===== src/rtl/spi_controller.sv =====
// SPI mode-0 master: byte-stream interface in, SCK/CSN/MOSI out, MISO sampled
// on SCK rising edges. One frame is a run of bytes closed by tx_last.
module spi_controller #(
  parameter int BYTE_W   = 8,
  parameter int CLK_HALF = 6
) (
  input  logic              sys_clk,
  input  logic              sys_rst,
  input  logic [BYTE_W-1:0] tx_data,
  input  logic              tx_last,
  input  logic              tx_valid,
  output logic              tx_ready,
  output logic [BYTE_W-1:0] rx_data,
  output logic              rx_valid,
  output logic              busy,
  output logic              SCK_PAD,
  output logic              CSN_PAD,
  output logic              MOSI_PAD,
  input  logic              MISO_PAD
);

  localparam int CNT_W  = 8;
  localparam int HALF_W = $clog2(2 * BYTE_W);
  localparam logic [CNT_W-1:0]  CNT_MAX    = CNT_W'(CLK_HALF - 1);
  localparam logic [HALF_W-1:0] HALF_LAST  = HALF_W'(2 * BYTE_W - 1);
  localparam logic [HALF_W-1:0] HALF_LFALL = HALF_W'(2 * BYTE_W - 2);

  typedef enum logic [2:0] {
    IDLE, SETUP, SHIFT, DONE, GAP, HOLD, DESEL
  } state_t;

  state_t            state;
  logic [CNT_W-1:0]  cnt;      // sys_clk cycles within the current half-period
  logic [HALF_W-1:0] half;     // SCK half-period index within the byte
  logic              lead;     // extra low half before the first rise of a GAP byte
  logic              last_q;   // tx_last latched with the byte in flight
  logic [BYTE_W-1:0] tx_sr;
  logic [BYTE_W-1:0] rx_sr;
  logic              cnt_end;
  logic              accept;

  assign cnt_end = (cnt == CNT_MAX);
  assign accept  = tx_valid && tx_ready;

  // Frame sequencer: every pad and handshake output is registered here.
  always_ff @(posedge sys_clk) begin
    if (sys_rst) begin
      state    <= IDLE;
      cnt      <= '0;
      half     <= '0;
      lead     <= 1'b0;
      last_q   <= 1'b0;
      tx_sr    <= '0;
      rx_sr    <= '0;
      rx_data  <= '0;
      rx_valid <= 1'b0;
      tx_ready <= 1'b1;
      busy     <= 1'b0;
      SCK_PAD  <= 1'b0;
      CSN_PAD  <= 1'b1;
      MOSI_PAD <= 1'b0;
    end else begin
      rx_valid <= 1'b0;
      case (state)
        IDLE: begin
          if (accept) begin
            tx_sr    <= tx_data;
            last_q   <= tx_last;
            MOSI_PAD <= tx_data[BYTE_W-1];
            CSN_PAD  <= 1'b0;
            cnt      <= '0;
            tx_ready <= 1'b0;
            busy     <= 1'b1;
            state    <= SETUP;
          end
        end
        SETUP: begin
          if (cnt_end) begin
            cnt     <= '0;
            half    <= '0;
            lead    <= 1'b0;
            SCK_PAD <= 1'b1;
            rx_sr   <= {rx_sr[BYTE_W-2:0], MISO_PAD};
            state   <= SHIFT;
          end else begin
            cnt <= cnt + 1'b1;
          end
        end
        SHIFT: begin
          if (!cnt_end) begin
            cnt <= cnt + 1'b1;
          end else begin
            cnt <= '0;
            if (lead) begin
              // GAP bytes change MOSI on entry, so the first rise waits a
              // half-period to give the peripheral a settled bit.
              lead    <= 1'b0;
              half    <= '0;
              SCK_PAD <= 1'b1;
              rx_sr   <= {rx_sr[BYTE_W-2:0], MISO_PAD};
            end else if (half == HALF_LAST) begin
              rx_data  <= rx_sr;
              rx_valid <= 1'b1;
              state    <= DONE;
            end else begin
              half <= half + 1'b1;
              if (!half[0]) begin
                SCK_PAD <= 1'b0;
                if (half != HALF_LFALL) begin
                  tx_sr    <= {tx_sr[BYTE_W-2:0], 1'b0};
                  MOSI_PAD <= tx_sr[BYTE_W-2];
                end
              end else begin
                SCK_PAD <= 1'b1;
                rx_sr   <= {rx_sr[BYTE_W-2:0], MISO_PAD};
              end
            end
          end
        end
        DONE: begin
          cnt      <= '0;
          tx_ready <= !last_q;
          state    <= last_q ? HOLD : GAP;
        end
        GAP: begin
          if (accept) begin
            tx_sr    <= tx_data;
            last_q   <= tx_last;
            MOSI_PAD <= tx_data[BYTE_W-1];
            lead     <= 1'b1;
            cnt      <= '0;
            tx_ready <= 1'b0;
            state    <= SHIFT;
          end
        end
        HOLD: begin
          if (cnt_end) begin
            cnt      <= '0;
            CSN_PAD  <= 1'b1;
            MOSI_PAD <= 1'b0;
            state    <= DESEL;
          end else begin
            cnt <= cnt + 1'b1;
          end
        end
        DESEL: begin
          if (cnt_end) begin
            cnt      <= '0;
            tx_ready <= 1'b1;
            busy     <= 1'b0;
            state    <= IDLE;
          end else begin
            cnt <= cnt + 1'b1;
          end
        end
        default: state <= IDLE;
      endcase
    end
  end

endmodule


===== config.mk =====
export PLATFORM = sky130hd
export DESIGN_NAME = spi_controller
export DESIGN_NICKNAME = d
export VERILOG_FILES = /design/src/rtl/spi_controller.sv
export SDC_FILE = /design/constraint.sdc
export NUM_CORES = 1
export LEC_CHECK = 0
export CELL_PAD_IN_SITES_DETAIL_PLACEMENT = 1
export CELL_PAD_IN_SITES_GLOBAL_PLACEMENT = 2
export CORE_MARGIN = 8
export CORE_UTILIZATION = 34
export DETAILED_ROUTE_END_ITERATION = 8
export HOLD_SLACK_MARGIN = 0.15
export MAX_ROUTING_LAYER = met4
export PLACE_DENSITY = 0.91
export SLEW_MARGIN = 20
export SYNTH_ARGS = -nofsm -noshare
export SYNTH_HDL_FRONTEND = slang
export SYNTH_SLANG_ARGS = --single-unit
export TNS_END_PERCENT = 5

===== constraint.sdc =====
create_clock -name sys_clk -period 2.6 [get_ports sys_clk]
set_input_delay 0.26 -clock sys_clk [delete_from_list [all_inputs] [get_ports sys_clk]]
set_output_delay 0.26 -clock sys_clk [all_outputs]
set_load 0.05 [all_outputs]

**Word level (Yosys, flattened, before mapping)**

Cells that the tools add are included.

- Output and inout bits: 14
- Flip-flop bits (word level): 46
- Input bits: 13
- Word-level logic and storage cells: 122

- Multiplexer cells: 52
- Eq/ne operators: 24
- Bitwise gates (word level): 3
- Add/sub/neg operators: 2
- Reduce and logical (&&, ||, !) cells: 27

Operator list:

| kind | count |
|---|---|
| 2-to-1 mux 8 bit | 7 |
| 2-to-1 mux 7 bit | 6 |
| 2-to-1 mux 3 bit | 8 |
| case mux 8 bit (3 select lines) | 1 |
| inequality test 2 bit (second input constant) | 11 |
| case mux 3 bit (7 select lines) | 1 |
| 2-to-1 mux 1 bit | 16 |
| 2-to-1 mux 4 bit | 4 |
| case mux 8 bit (2 select lines) | 1 |
| AND reduction 8 bit | 2 |
| case mux 7 bit (2 select lines) | 1 |
| AND reduction 3 bit | 4 |
| nonzero test 2 bit | 5 |
| == test 3 bit (second input constant) | 3 |
| nonzero test 3 bit | 3 |
| adder 8 x 1 -> 8 bit (second input constant) | 1 |
| == test 8 x 3 -> 1 bit (second input constant) | 1 |
| case mux 1 bit (2 select lines) | 4 |
| case mux 4 bit (2 select lines) | 1 |
| AND reduction 4 bit | 2 |
| OR reduction 4 bit | 2 |
| AND reduction 7 bit | 1 |
| == test 3 x 2 -> 1 bit (second input constant) | 2 |
| inequality test 3 bit (second input constant) | 2 |
| 13 further kinds | 19 |

**Depth between registers and ports, before layout**

- Word-level depth: 7
- Gate-level depth with buffers: 8
- Depth with buffers taken out: 6

**Worst setup path after synthesis**

No wires, ideal clock.

- Path type: flip-flop to flip-flop
- From: reg half[0]
- To: reg MOSI_PAD
- Path slack: 661 ps
- Cell stages (with the launch flop): 7
- Buffers on the path: 0
- Setup time: 123 ps
- Arrival time: 1816 ps
- Cells stage by stage: dfxtp_1 -> inv_1 -> ha_1 -> a311o_1 -> a221o_1 -> a211oi_2 -> mux2_1

- Cells in the longest elaborated chain, start to end: 3

RTL lines:

| item | RTL line | text |
|---|---|---|
| start: declaration | 34 | `logic [HALF_W-1:0] half;` |
| start signal: assignment | 106 | `half <= half + 1'b1;` |
| inequality test 4 bit or == test 4 bit (tied branches) | 109, 101 |  |
| inequality test 2 bit (no line) | -- |  |
| AND reduction 8 bit (no line) (*) | -- |  |
| end signal: assignment | 69 | `MOSI_PAD <= tx_data[BYTE_W-1];` |
| end signal: assignment | 111 | `MOSI_PAD <= tx_sr[BYTE_W-2];` |
| end signal: assignment | 129 | `MOSI_PAD <= tx_data[BYTE_W-1];` |
| end: declaration | 18 | `output logic MOSI_PAD,` |

Every way passes the cells marked *; elsewhere a longest branch is shown, timed or not.
A chain may end at the register's enable or synchronous reset.

**Final worst setup path**

- From: reg half[0]
- To: reg tx_sr[5]

- Cells in the longest elaborated chain, start to end: 3

RTL lines:

| item | RTL line | text |
|---|---|---|
| inequality test 4 bit or == test 4 bit (tied branches) | 109, 101 |  |
| inequality test 2 bit (no line) | -- |  |
| AND reduction 7 bit (no line) (*) | -- |  |
| end signal: assignment | 67 | `tx_sr <= tx_data;` |
| end signal: assignment | 110 | `tx_sr <= {tx_sr[BYTE_W-2:0], 1'b0};` |
| end signal: assignment | 127 | `tx_sr <= tx_data;` |
| end: declaration | 37 | `logic [BYTE_W-1:0] tx_sr;` |

Marked as above.

==> results.tsv <==
metric	value	unit
most frequent cells after synthesis	dfxtp_1, a21oi_1, o21ai_0	
area grow syn2layout	19.2	%
Synth Cell Area	2320	µm²
Antenna Diode Count	0	
worst-case clock buffer depth	2	
top-count cell post-synth	dfxtp_1	
Chip Width	98.6	µm
total power per unit cell area	762	nW/µm²
EDFF count, synth	0	
CTS resizes	0	
Max VDD drop	270	µV
fin util	0.414	
Num CTS Buffers	5	
gpl congestion	0.799	
die area	9720	µm²
top post-synthesis cells by area	dfxtp_1, a21oi_1, o21ai_0	
post-DR wirelength/cell	16.0	µm
via count	2006	
initial antenna violation count	0	
Critical R2R Launch	half[0]	
setup_tns	0	ps
R2R depth	6	
post-route worst setup slack	396	ps
hpwl dp	4260	µm
Data arrival, critical path	2390	ps
IO Port Bufs	26	
CP Capture Type	register	
DR iter-0 viols	100	
met1 usage	0.152	
sequential fraction of the synthesis area	0.397	
final WL	5910	µm
run status	complete, no violations	
Total GRT Usage	0.130	
clock slew at reported path FFs	90	ps
Root Driver	clkbuf_8	
DRC errors left	0	
Antenna Nets Post-Route	0	
clk_lat worst skew	300	ps
leading area contributor after synthesis	dfxtp_1	
crit-path max FO	7	
Worst Setup Path Type	reg -> reg	
number of synthesized register bits	46	
CP startpoint	half[0]	
Pins Over Slew Limit	0	
Setup Fix Bufs, Post-CTS	0	
CTS Hold Bufs	0	
drt via density	5.44	
Layout Nets	306	
crit path time final	2200	ps
Synth top area share	0.397	
worst reg2reg endpoint	tx_sr[5]	
clock skew	7.61	ps
data required time at the worst endpoint	2780	ps
endpoints failing setup	0	
worst slack, placed	464	ps
first-pass GRT wire length	10200	µm
Max Cap Violations	0	
Critical Path Sink	tx_sr[5]	
met2 usage	0.216	
Cell variety after synth	51	
hold_ws	484	ps
Worst-Margin Slew	681	ps
Worst R2R Setup Slack	400	ps
CTS tree	built	
largest net degree at the start of global routing	29	
startpoint types	register	
main flop type after synthesis	dfxtp_1	
clk sink count	46	
Post-Layout Cell Count	369	
RSZ-0062 raised after global routing	no	
grt total ovfl	0	
number of global-route vias before repair	2049	
cell total after placement	362	
initial core utilization	0.347	
Pleak	0.00102	µW
Rel. slew slack	0.545	
warnings from Yosys	0	
# H-tree levels	2	
Highest Clock Rate	0.454	GHz
Hold Crit Class	reg -> reg	
Post-Syn Nets	282	
io pins	27	
met3 usage	0.0275	
DR pass1 iterations	4	
final hold vios	0	
Rows	30	
asr flop ratio synth	0	
die height	98.6	µm
share of layout cells above drive strength 1	0.104	
Post-Syn Instances	265	
Syn Area/Cell	8.75	µm²
GR peak layer	met2	
fin crit share	0.848	
core area	6680	µm²
registers in the layout, indices dropped and copies added, names as in the netlist:
name      flops
SCK_PAD       1
last_q        1
rx_sr         8
lead          1
CSN_PAD       1
busy          1
half          4
state         3
tx_ready      1
rx_data       8
rx_valid      1
tx_sr         7
cnt           8
MOSI_PAD      1
worst min path at each step:
stage              from       end  slack, ps  depth (start not counted)
2_1_floorplan   tx_last    last_q        410                          2
3_3_place_gp   rx_sr[7]  rx_sr[7]        460                          2
3_5_place_dp   tx_sr[0]  tx_sr[0]        470                          2
4_1_cts        tx_sr[0]  tx_sr[0]        490                          2
5_1_grt        tx_sr[0]  tx_sr[0]        500                          2
6_report       rx_sr[2]  rx_sr[3]        480                          2
worst max-delay path, stage by stage, from the launching register on:
cell and delay [ps]:
dfxtp_1 440, inv_1 110, ha_1 210, a311o_1 400, o22a_1 240, nor3_4 310
mux2_2 380
metal layers:
metal  vias up  part of all wire
met3         8             0.030
met2        25              0.49
met5         -                 0
li1       1005                 -
met1       968              0.46
met4         0             0.016
per-stage QoR:
| step | power [µW] | instance area (µm²) |
|---|---|---|
| 3_5_place_dp | 1580 | 2650 |
| 6_report | 2110 | 2760 |
| 2_1_floorplan | 1390 | 2320 |
| 3_3_place_gp | 1570 | 2650 |
| 4_1_cts | 2130 | 2760 |
| 5_1_grt | 2240 | 2760 |
final cells by class:
type | instances | area [µm²]
Sequential cell | 46 | 921
Timing Repair Buffer | 35 | 328
Tap cell | 80 | 100
Clock inverter | 1 | 30.0
Inverter | 6 | 22.5
Multi-Input combinational cell | 195 | 1280
Fill cell | 792 | 3920
Clock buffer | 6 | 82.6
report_power, final:
part / switching, µW / internal [µW]
registers: 96.7 / 781
logic: 395 / 293
clock network: 232 / 308
total: 724 / 1380
cell families after synthesis:
group           count (synthesis)  synth area share
simple gates                   91             0.225
compound gates                 78             0.210
flops                          46             0.397
buf+inv                        24            0.0507
mux                            17            0.0772
xor+xnor                        5            0.0189
fa+ha+maj                       4            0.0216
placed cells by master (no fill, tap or decap), drive strengths merged, types with 2 or more instances in the layout:
cell type      instances
a211oi                 5
a21oi                 31
a22oi                  2
a311oi                 2
and3                   3
and4bb                 2
buf                    9
clkbuf                 6
clkdlybuf4s50         26
dfxtp                 46
ha                     4
inv                    6
mux2                   7
mux2i                 10
nand2                 13
nand2b                 5
nand3                 18
nand4                  4
nor2                  18
nor2b                 11
nor3                   6
nor4                   2
o21ai                 25
o21bai                 4
or3                    2
xnor2                  4
Note: power is estimated with default switching activity, not from simulation.
